[config.mk]
export PLATFORM = sky130hd
export DESIGN_NAME = seg_display_scanner
export DESIGN_NICKNAME = d
export VERILOG_FILES = /design/src/rtl/seg_pkg.sv /design/src/rtl/refresh_tick_gen.sv /design/src/rtl/seg_display_scanner.sv
export SDC_FILE = /design/constraint.sdc
export NUM_CORES = 1
export LEC_CHECK = 0
export ABC_AREA = 1
export BUFFER_PORTS_ARGS = -buffer_cell sky130_fd_sc_hd__buf_2
export CAP_MARGIN = 30
export CORE_AREA = 4 4 101 103
export CTS_CLUSTER_SIZE = 10
export DETAILED_ROUTE_END_ITERATION = 16
export DIE_AREA = 0 0 105 107
export GPL_TIMING_DRIVEN = 0
export HOLD_SLACK_MARGIN = 0.12
export PLACE_DENSITY_LB_ADDON = 0.2
export SLEW_MARGIN = 20
export SYNTH_ARGS = -nofsm -noshare
export SYNTH_HDL_FRONTEND = slang
export SYNTH_SLANG_ARGS = --single-unit
export TNS_END_PERCENT = 50
[constraint.sdc]
create_clock -name clk -period 1.4 [get_ports clk]
set_input_delay 0.07 -clock clk [delete_from_list [all_inputs] [get_ports clk]]
set_output_delay 0.07 -clock clk [all_outputs]
set_load 0.05 [all_outputs]
[src/rtl/seg_pkg.sv]
// seg_pkg: shared segment codes and scan-state encoding for the display scanner
package seg_pkg;
    localparam logic [7:0] SEG_BLANK = 8'hFF;
    localparam logic [7:0] SEG_ZERO  = 8'b00000010;
    localparam logic [7:0] SEG_ONE   = 8'b10011110;
    typedef enum logic [1:0] {IDLE, GUARD, DRIVE} scan_state_e;
endpackage

[src/rtl/refresh_tick_gen.sv]
// refresh_tick_gen: free-running slot prescaler with clear, tick at terminal count
module refresh_tick_gen #(
    parameter int DIV = 100000,
    localparam int W = $clog2(DIV)
) (
    input  logic         clk,
    input  logic         rst_n,
    input  logic         clr,
    input  logic         run,
    output logic         tick,
    output logic [W-1:0] cnt
);
    assign tick = run && cnt == W'(DIV - 1);
    // count 0..DIV-1 while running; clear has priority so every slot starts at 0
    always_ff @(posedge clk or negedge rst_n) begin
        if (!rst_n) cnt <= '0;
        else if (clr) cnt <= '0;
        else if (run) cnt <= tick ? '0 : cnt + 1'b1;
    end
endmodule

[src/rtl/seg_display_scanner.sv]
// seg_display_scanner: multiplexes stored segment codes onto a shared 7-segment bus with blanking guard
module seg_display_scanner
    import seg_pkg::*;
#(
    parameter int NUM_DIGITS   = 8,
    parameter int REFRESH_DIV  = 100000,
    parameter int BLANK_CYC    = 4,
    parameter bit AN_ACTIVE_LO = 1'b1,
    localparam int IW = $clog2(NUM_DIGITS),
    localparam int CW = $clog2(REFRESH_DIV)
) (
    input  logic                  clk,
    input  logic                  rst_n,
    input  logic                  enable,
    input  logic                  wr_en,
    input  logic [IW-1:0]         wr_idx,
    input  logic [7:0]            wr_seg,
    input  logic [NUM_DIGITS-1:0] blank_mask,
    output logic [NUM_DIGITS-1:0] an,
    output logic [7:0]            seg_out,
    output logic                  frame_done
);
    localparam logic [NUM_DIGITS-1:0] AN_OFF = {NUM_DIGITS{AN_ACTIVE_LO}};
    scan_state_e           state, state_d;
    logic [IW-1:0]         ptr, ptr_d;
    logic [7:0]            regs [NUM_DIGITS];
    logic                  tick, clr, drive, last, fd_d;
    logic [CW-1:0]         cnt;
    logic [NUM_DIGITS-1:0] an_act, an_d;
    logic [7:0]            seg_d;

    assign clr  = !enable || state == IDLE;
    assign last = ptr == IW'(NUM_DIGITS - 1);

    refresh_tick_gen #(.DIV(REFRESH_DIV)) u_tick (
        .clk  (clk),
        .rst_n(rst_n),
        .clr  (clr),
        .run  (enable),
        .tick (tick),
        .cnt  (cnt)
    );

    // digit register file; writes accepted in any state, out-of-range indices dropped
    always_ff @(posedge clk or negedge rst_n) begin
        if (!rst_n) for (int i = 0; i < NUM_DIGITS; i++) regs[i] <= SEG_BLANK;
        else if (wr_en && int'(wr_idx) < NUM_DIGITS) regs[wr_idx] <= wr_seg;
    end

    // scan sequencing: guard slice at each slot start, then drive until the prescaler tick
    always_comb begin
        state_d = state;
        ptr_d   = ptr;
        if (!enable) begin
            state_d = IDLE;
            ptr_d   = '0;
        end else begin
            unique case (state)
                IDLE: begin
                    state_d = GUARD;
                    ptr_d   = '0;
                end
                GUARD: state_d = cnt == CW'(BLANK_CYC - 1) ? DRIVE : GUARD;
                DRIVE: if (tick) begin
                    state_d = GUARD;
                    ptr_d   = last ? '0 : ptr + 1'b1;
                end
                default: state_d = IDLE;
            endcase
        end
    end

    // next output values; gating with enable turns the bank off on the same edge as IDLE entry
    always_comb begin
        drive  = enable && state == DRIVE;
        an_act = drive ? NUM_DIGITS'(1) << ptr : '0;
        an_d   = AN_ACTIVE_LO ? ~an_act : an_act;
        seg_d  = drive && !blank_mask[ptr] ? regs[ptr] : SEG_BLANK;
        fd_d   = drive && tick && last;
    end

    // state, pointer and registered outputs
    always_ff @(posedge clk or negedge rst_n) begin
        if (!rst_n) begin
            state      <= IDLE;
            ptr        <= '0;
            an         <= AN_OFF;
            seg_out    <= SEG_BLANK;
            frame_done <= 1'b0;
        end else begin
            state      <= state_d;
            ptr        <= ptr_d;
            an         <= an_d;
            seg_out    <= seg_d;
            frame_done <= fd_d;
        end
    end

    a_one_anode: assert property (@(posedge clk) disable iff (!rst_n)
        $onehot0(AN_ACTIVE_LO ? ~an : an));
endmodule

# Word level (Yosys, flattened, before mapping)
# Index checks and enable logic that the tools add are counted.
[totals] regBits=103 input_bits=23 word_cells=64
[classes] add_sub_neg=2 n_lt_le_gt_ge=4 n_eq_ne=7 shift=1 mux=21 n_bitwise=3 reduce_logical=12
[ops] op="64-bit bitwise mux" count=1
[ops] op="17-bit two-way mux" count=3
[ops] op="8-bit two-way mux" count=5
[ops] op="8-bit binary-select mux with 3-bit select" count=1
[ops] op="8-bit demux with 3-bit select" count=1
[ops] op="17-bit by 1-bit adder with 17-bit output, second input constant" count=1
[ops] op="17-bit equality test, second input constant" count=1
[ops] op="17-bit by 2-bit equality test with 1-bit output, second input constant" count=1
[ops] op="3-bit two-way mux" count=3
[ops] op="4-bit greater-or-equal comparator, second input constant" count=2
[ops] op="3-bit NOT with 4-bit output" count=2
[ops] op="8-bit NOT" count=1
[ops] op="1-bit by 3-bit left shift with 8-bit output, first input constant" count=1
[ops] op="1-bit logical AND" count=6
[ops] op="2-bit two-way mux" count=3
[ops] op="2-bit case mux with 3 select lines" count=1
[ops] op="3-bit case mux with 2 select lines" count=1
[ops] op="3-bit by 4-bit less-than comparator with 1-bit output, second input constant" count=1
[ops] op="4-bit by 1-bit less-than comparator with 1-bit output, second input constant" count=1
[ops] op="3-bit by 1-bit adder with 3-bit output, second input constant" count=1
[ops] op="1-bit binary-select mux with 3-bit select" count=1
[ops] op="3-bit equality test, second input constant" count=1
[ops] op="3-bit by 1-bit inequality test with 1-bit output, second input constant" count=1
[ops] op="3-bit inequality test, second input constant" count=1
[ops] op="8 further kinds" count=9

# Logic depth before layout (Yosys ltp)
[depth] ltp_word=6 depth_mapped=9

# By module
# From an unflattened synthesis, not the netlist that was laid out.
[unflattened] cells_unflattened=622 area_unflattened_um2=5109.9
[by_module_without_submodules] module="seg_display_scanner" instances=1 cells_each=450 area_per_inst_um2=3960.0
[by_module_without_submodules] module="refresh_tick_gen" instances=1 cells_each=172 area_per_inst_um2=1149.9

# Worst setup path after synthesis
# OpenSTA, ideal clock, no wires.
[synth_path] path_type="reg-to-reg" from="reg ptr[0]" to="reg ptr[1]" setup_time_ns=0.117 t_arrival_ns=1.160 t_required_ns=1.283 slack_ns=0.124 stages_incl_launch_ff=8 synth_period_minus_slack_ns=1.276 path_cell_list="dfrtp_1 -> inv_2 -> buf_2 -> ha_1 -> inv_1 -> nor2_1 -> nand3_1 -> nand2_1"
[synth_via] elab_chain_cells=5
[synth_rtl] item="start: declaration" line="seg_display_scanner.sv:25" source="logic [IW-1:0] ptr, ptr_d;"
[synth_rtl] item="start signal: assignment" line="seg_display_scanner.sv:92" source="ptr <= ptr_d;"
[synth_rtl] item="3-bit by 1-bit adder with 3-bit output / 3-bit equality test (equally long branches)" line="seg_display_scanner.sv:66, seg_display_scanner.sv:33"
[synth_rtl] item="3-bit two-way mux (*)" line="seg_display_scanner.sv:66" source="ptr_d = last ? '0 : ptr + 1'b1;"
[synth_rtl] item="3-bit two-way mux (*)" line="seg_display_scanner.sv:64" source="DRIVE: if (tick) begin"
[synth_rtl] item="3-bit case mux with 2 select lines (*)" line="seg_display_scanner.sv:58" source="unique case (state)"
[synth_rtl] item="3-bit two-way mux (*)" line="seg_display_scanner.sv:54" source="if (!enable) begin"
# Mark *: on every way between the ends. The rest lies on a longest branch, timed or not. The select of a mux whose other input is x is not followed.
# A chain may end at the register's enable or synchronous reset.

# Final worst setup path
[layout_path] from="reg ptr[0]" to="reg seg_out[7]"
[layout_via] elab_chain_cells=5
[layout_rtl] item="3-bit NOT with 4-bit output (implied by the code) / 1-bit binary-select mux with 3-bit select (equally long branches)" line="seg_display_scanner.sv:78" source="seg_d = drive && !blank_mask[ptr] ? regs[ptr] : SEG_BLANK;"
[layout_rtl] item="8-bit binary-select mux with 3-bit select / 1-bit two-way mux (equally long branches)" line="seg_display_scanner.sv:78"
[layout_rtl] item="8-bit two-way mux (implied by the code) / 1-bit zero test (equally long branches)" line="seg_display_scanner.sv:78"
[layout_rtl] item="8-bit two-way mux (implied by the code) / 1-bit logical AND (equally long branches)" line="seg_display_scanner.sv:78"
[layout_rtl] item="8-bit two-way mux (*)" line="seg_display_scanner.sv:78"
[layout_rtl] item="via seg_d[7]" line="seg_display_scanner.sv:30" source="logic [7:0] seg_d;"
[layout_rtl] item="end signal: assignment" line="seg_display_scanner.sv:94" source="seg_out <= seg_d;"
[layout_rtl] item="end: declaration" line="seg_display_scanner.sv:20" source="output logic [7:0] seg_out,"
# The timed path passes the listed nets; every way through them passes the cells marked *. The select of a mux whose other input is x is not followed.

==> flow_summary.json <==
{
  "cp.required_ns": 1.70,
  "ios": 40,
  "tightest_slew_ns": 0.458,
  "synth-seq-cells": 103,
  "layout_min_cycle_time_ns": 1.44,
  "gp_congestion": 0.877,
  "endpoint_kind": "flip-flop",
  "grt_pass1_vias": 3979,
  "max_slew_margin_pct": 69.4,
  "antenna_found_initial": 0,
  "synthCells": 583,
  "rows": 35,
  "startpoint_type": "flip-flop",
  "grtUsageMet1_pct": 29.1,
  "cts_buffers": 9,
  "ff_latch_area_sq_mm": 0.00268,
  "grt_first_pass_wirelength_microns": 19000,
  "syn_area_sq_mm": 0.00494,
  "drv_slew": 0,
  "core_region_area_sq_mm": 0.00920,
  "multi_input_area_sq_mm": 0.00219,
  "violations": "negative setup slack",
  "hp-class": "in2reg",
  "synth.distinct_cells": 31,
  "wl_microns": 12100,
  "maxCapViolCount": 0,
  "finalHoldViolations": 0,
  "cts_tree": "done",
  "area_delta_synth_final_pct": 21.0,
  "reg2reg_slack_ns": -0.04,
  "synth.net_count": 614,
  "wl_per_cell_microns": 15.6,
  "status": "complete, but fails checks",
  "clock_latency_ns": 0.37,
  "met2_usage_pct": 35.0,
  "synth.top_cell.area_share_pct": 42.5,
  "synth_area_per_cell_sq_um": 8.48,
  "setup_slack_ns": -0.0365,
  "clock-root-buffer": "clkbuf_8",
  "grt_usage_pct": 21.4,
  "drc": 0,
  "synth_area_leader_cell": "dfstp_2",
  "final_core_util_pct": 65.0,
  "power_leakage_nw": 2.54,
  "grt_max_degree": 73,
  "place_area_sq_mm": 0.00531,
  "ant_nets": 0,
  "die-area_sq_mm": 0.0112,
  "drt_iter0_drc": 202,
  "max-vdd-ir-drop_mv": 0.766,
  "fillers": 756,
  "design_area_sq_mm": 0.00598,
  "fin_crit_sh_pct": 103,
  "ys_warn_count": 0,
  "synth-seq-area-share_pct": 54.1,
  "setup-tns-final_ns": -0.126,
  "rsz0062_at_grt": "true",
  "firstDrtPassIters": 5,
  "synth_area_leaders": "dfstp_2 43%, nand2_1 14%, dfrtp_1 12%",
  "htreeDepth": 3,
  "clk_path_buf_depth": 2,
  "dp_hpwl_microns": 8070,
  "critPathKind": "reg2reg",
  "fmax_mhz": 696,
  "setup_viol": 7,
  "met3_usage_pct": 3.97,
  "chipHeight_microns": 107,
  "die_w_microns": 105,
  "clk_pin_slew_worst_paths_ns": 0.10,
  "overflow": 0,
  "drive_gt1_share_pct": 33.3,
  "initial_core_util_pct": 53.8,
  "num_vias": 4205,
  "numClockSinks": 103,
  "num-nets-final": 690,
  "numPortBuffers": 39,
  "powerDensity_mw_per_mm2": 1070,
  "vias_per_cell": 5.43,
  "crit_arrival_ns": 1.74,
  "cp_max_fo": 8,
  "busiest_layer": "met2",
  "diodes": 0,
  "skew_ns": 0.0153
}
## metrics by stage
stage | cells | power, W | hold WS, ns | worst slack, ns
final | 775 | 0.00641 | 0.131 | -0.0365
after floorplan | 583 | 0.00427 | -0.226 | 0.124
after CTS | 765 | 0.00643 | 0.128 | -0.00420
after global placement | 733 | 0.00449 | 0.335 | -0.734
after global routing | 775 | 0.00676 | 0.135 | -0.0788
after detailed placement | 734 | 0.00455 | -0.0315 | -0.123
## flip-flops by register name (all words and copies together) (netlist names)
register,count
u_tick.cnt,17
regs,64
seg_out,8
ptr,3
frame_done,1
state,2
an,8
## layer usage
| layer | routed length (microns) | vias to the layer above |
|---|---|---|
| met1 | 5370 | 2015 |
| met2 | 5750 | 137 |
| met5 | 0 | - |
| li1 | - | 2029 |
| met4 | 297 | 0 |
| met3 | 671 | 24 |
## report_power, final
group | switching [W] | internal [W]
Combinational | 0.000459 | 0.000328
Sequential | 0.000199 | 0.00359
Clock | 0.00103 | 0.000813
Total | 0.00169 | 0.00473
## area by class of cell
class	instances	share of cell area, %
clock buffers	12	2.76
repair buffers	65	7.80
inverters	38	2.51
multi-input cells	422	36.6
plain buffers	20	2.66
flip-flops and latches	103	44.8
well taps	111	2.32
clock inverters	4	0.565
## worst paths after layout
path / endpoint / depth (start not counted) / startpoint
setup / recovery: seg_out[7]$_DFF_PN1_ / 7 / ptr[0]$_DFFE_PN0P_
hold / removal: regs[12]$_DFFE_PN1P_ / 4 / wr_idx[1]
setup reg to reg: seg_out[7]$_DFF_PN1_ / 7 / ptr[0]$_DFFE_PN0P_
hold reg to reg: regs[47]$_DFFE_PN1P_ / 2 / regs[47]$_DFFE_PN1P_
max in group asynchronous: regs[35]$_DFFE_PN1P_ / 3 / rst_n
min in group asynchronous: u_tick.cnt[9]$_DFFE_PN0P_ / 2 / rst_n
## cell families (layout without fill, tap and decap cells)
kind of cell,Yosys count,after routing,synth area share (%)
xor gates and xnor gates,9,9,1.59
AOI/OAI and AO/OA,85,85,9.31
DFF,103,103,54.1
adders and majority gates,8,8,2.02
and+or+nand+nor,320,320,27.7
buffers and inverters,58,139,5.21
## placed cells by master, fill, tap and decap left out, types with 3 or more instances in the layout
master         count
nand2_4            3
nor2_2             7
o21ai_2            3
dfrtp_1           20
o21ai_0           57
inv_6              3
dfrtp_2            3
nor2_1            54
buf_4             15
nand3_1           43
inv_1             35
xor2_1             8
dlygate4sd3_1     13
nand2_1          175
dfstp_2           80
buf_6              6
clkbuf_8          12
nand2_2            5
nand3_2           18
o21a_1             8
nor3_1             6
buf_2             45
a21oi_1           12
ha_1               4
## timing repair
action / in CTS / in global routing
endpoints found under the setup margin: 20 / 30
setup buffers: 2 / 9
cloned: 0 / 1
resized for setup: 16 / 47
endpoints found under the hold margin: 66 / 0
pin swaps: 0 / 13
hold buffers: 13 / 0
## critical path: stages (launching register included)
cell	delay [ns]
dfrtp_2	0.49
buf_8	0.17
a21oi_1	0.19
o21ai_2	0.09
nand2_1	0.11
a21oi_4	0.07
buf_4	0.16
nand3_2	0.09
## synthesized netlist by cell type
cell type / number
nor3_4: 1
a21oi_4: 1
o21a_1: 8
nand2_1: 179
xnor2_1: 1
buf_2: 14
a21oi_1: 12
o21ai_0: 59
nor2_2: 2
a21boi_0: 1
o21ai_1: 3
nor3_2: 1
nand4_1: 2
inv_2: 2
dfrtp_1: 23
xor2_1: 8
nand2_2: 3
nor2_4: 2
ha_1: 8
nor2_1: 59
buf_4: 2
nor3_1: 7
dfstp_2: 80
inv_1: 36
nand3_4: 1
nand2_4: 1
clkbuf_1: 2
buf_6: 2
nand3_2: 2
o22ai_1: 1
nand3_1: 60
Power figures use the tool's default switching activity.
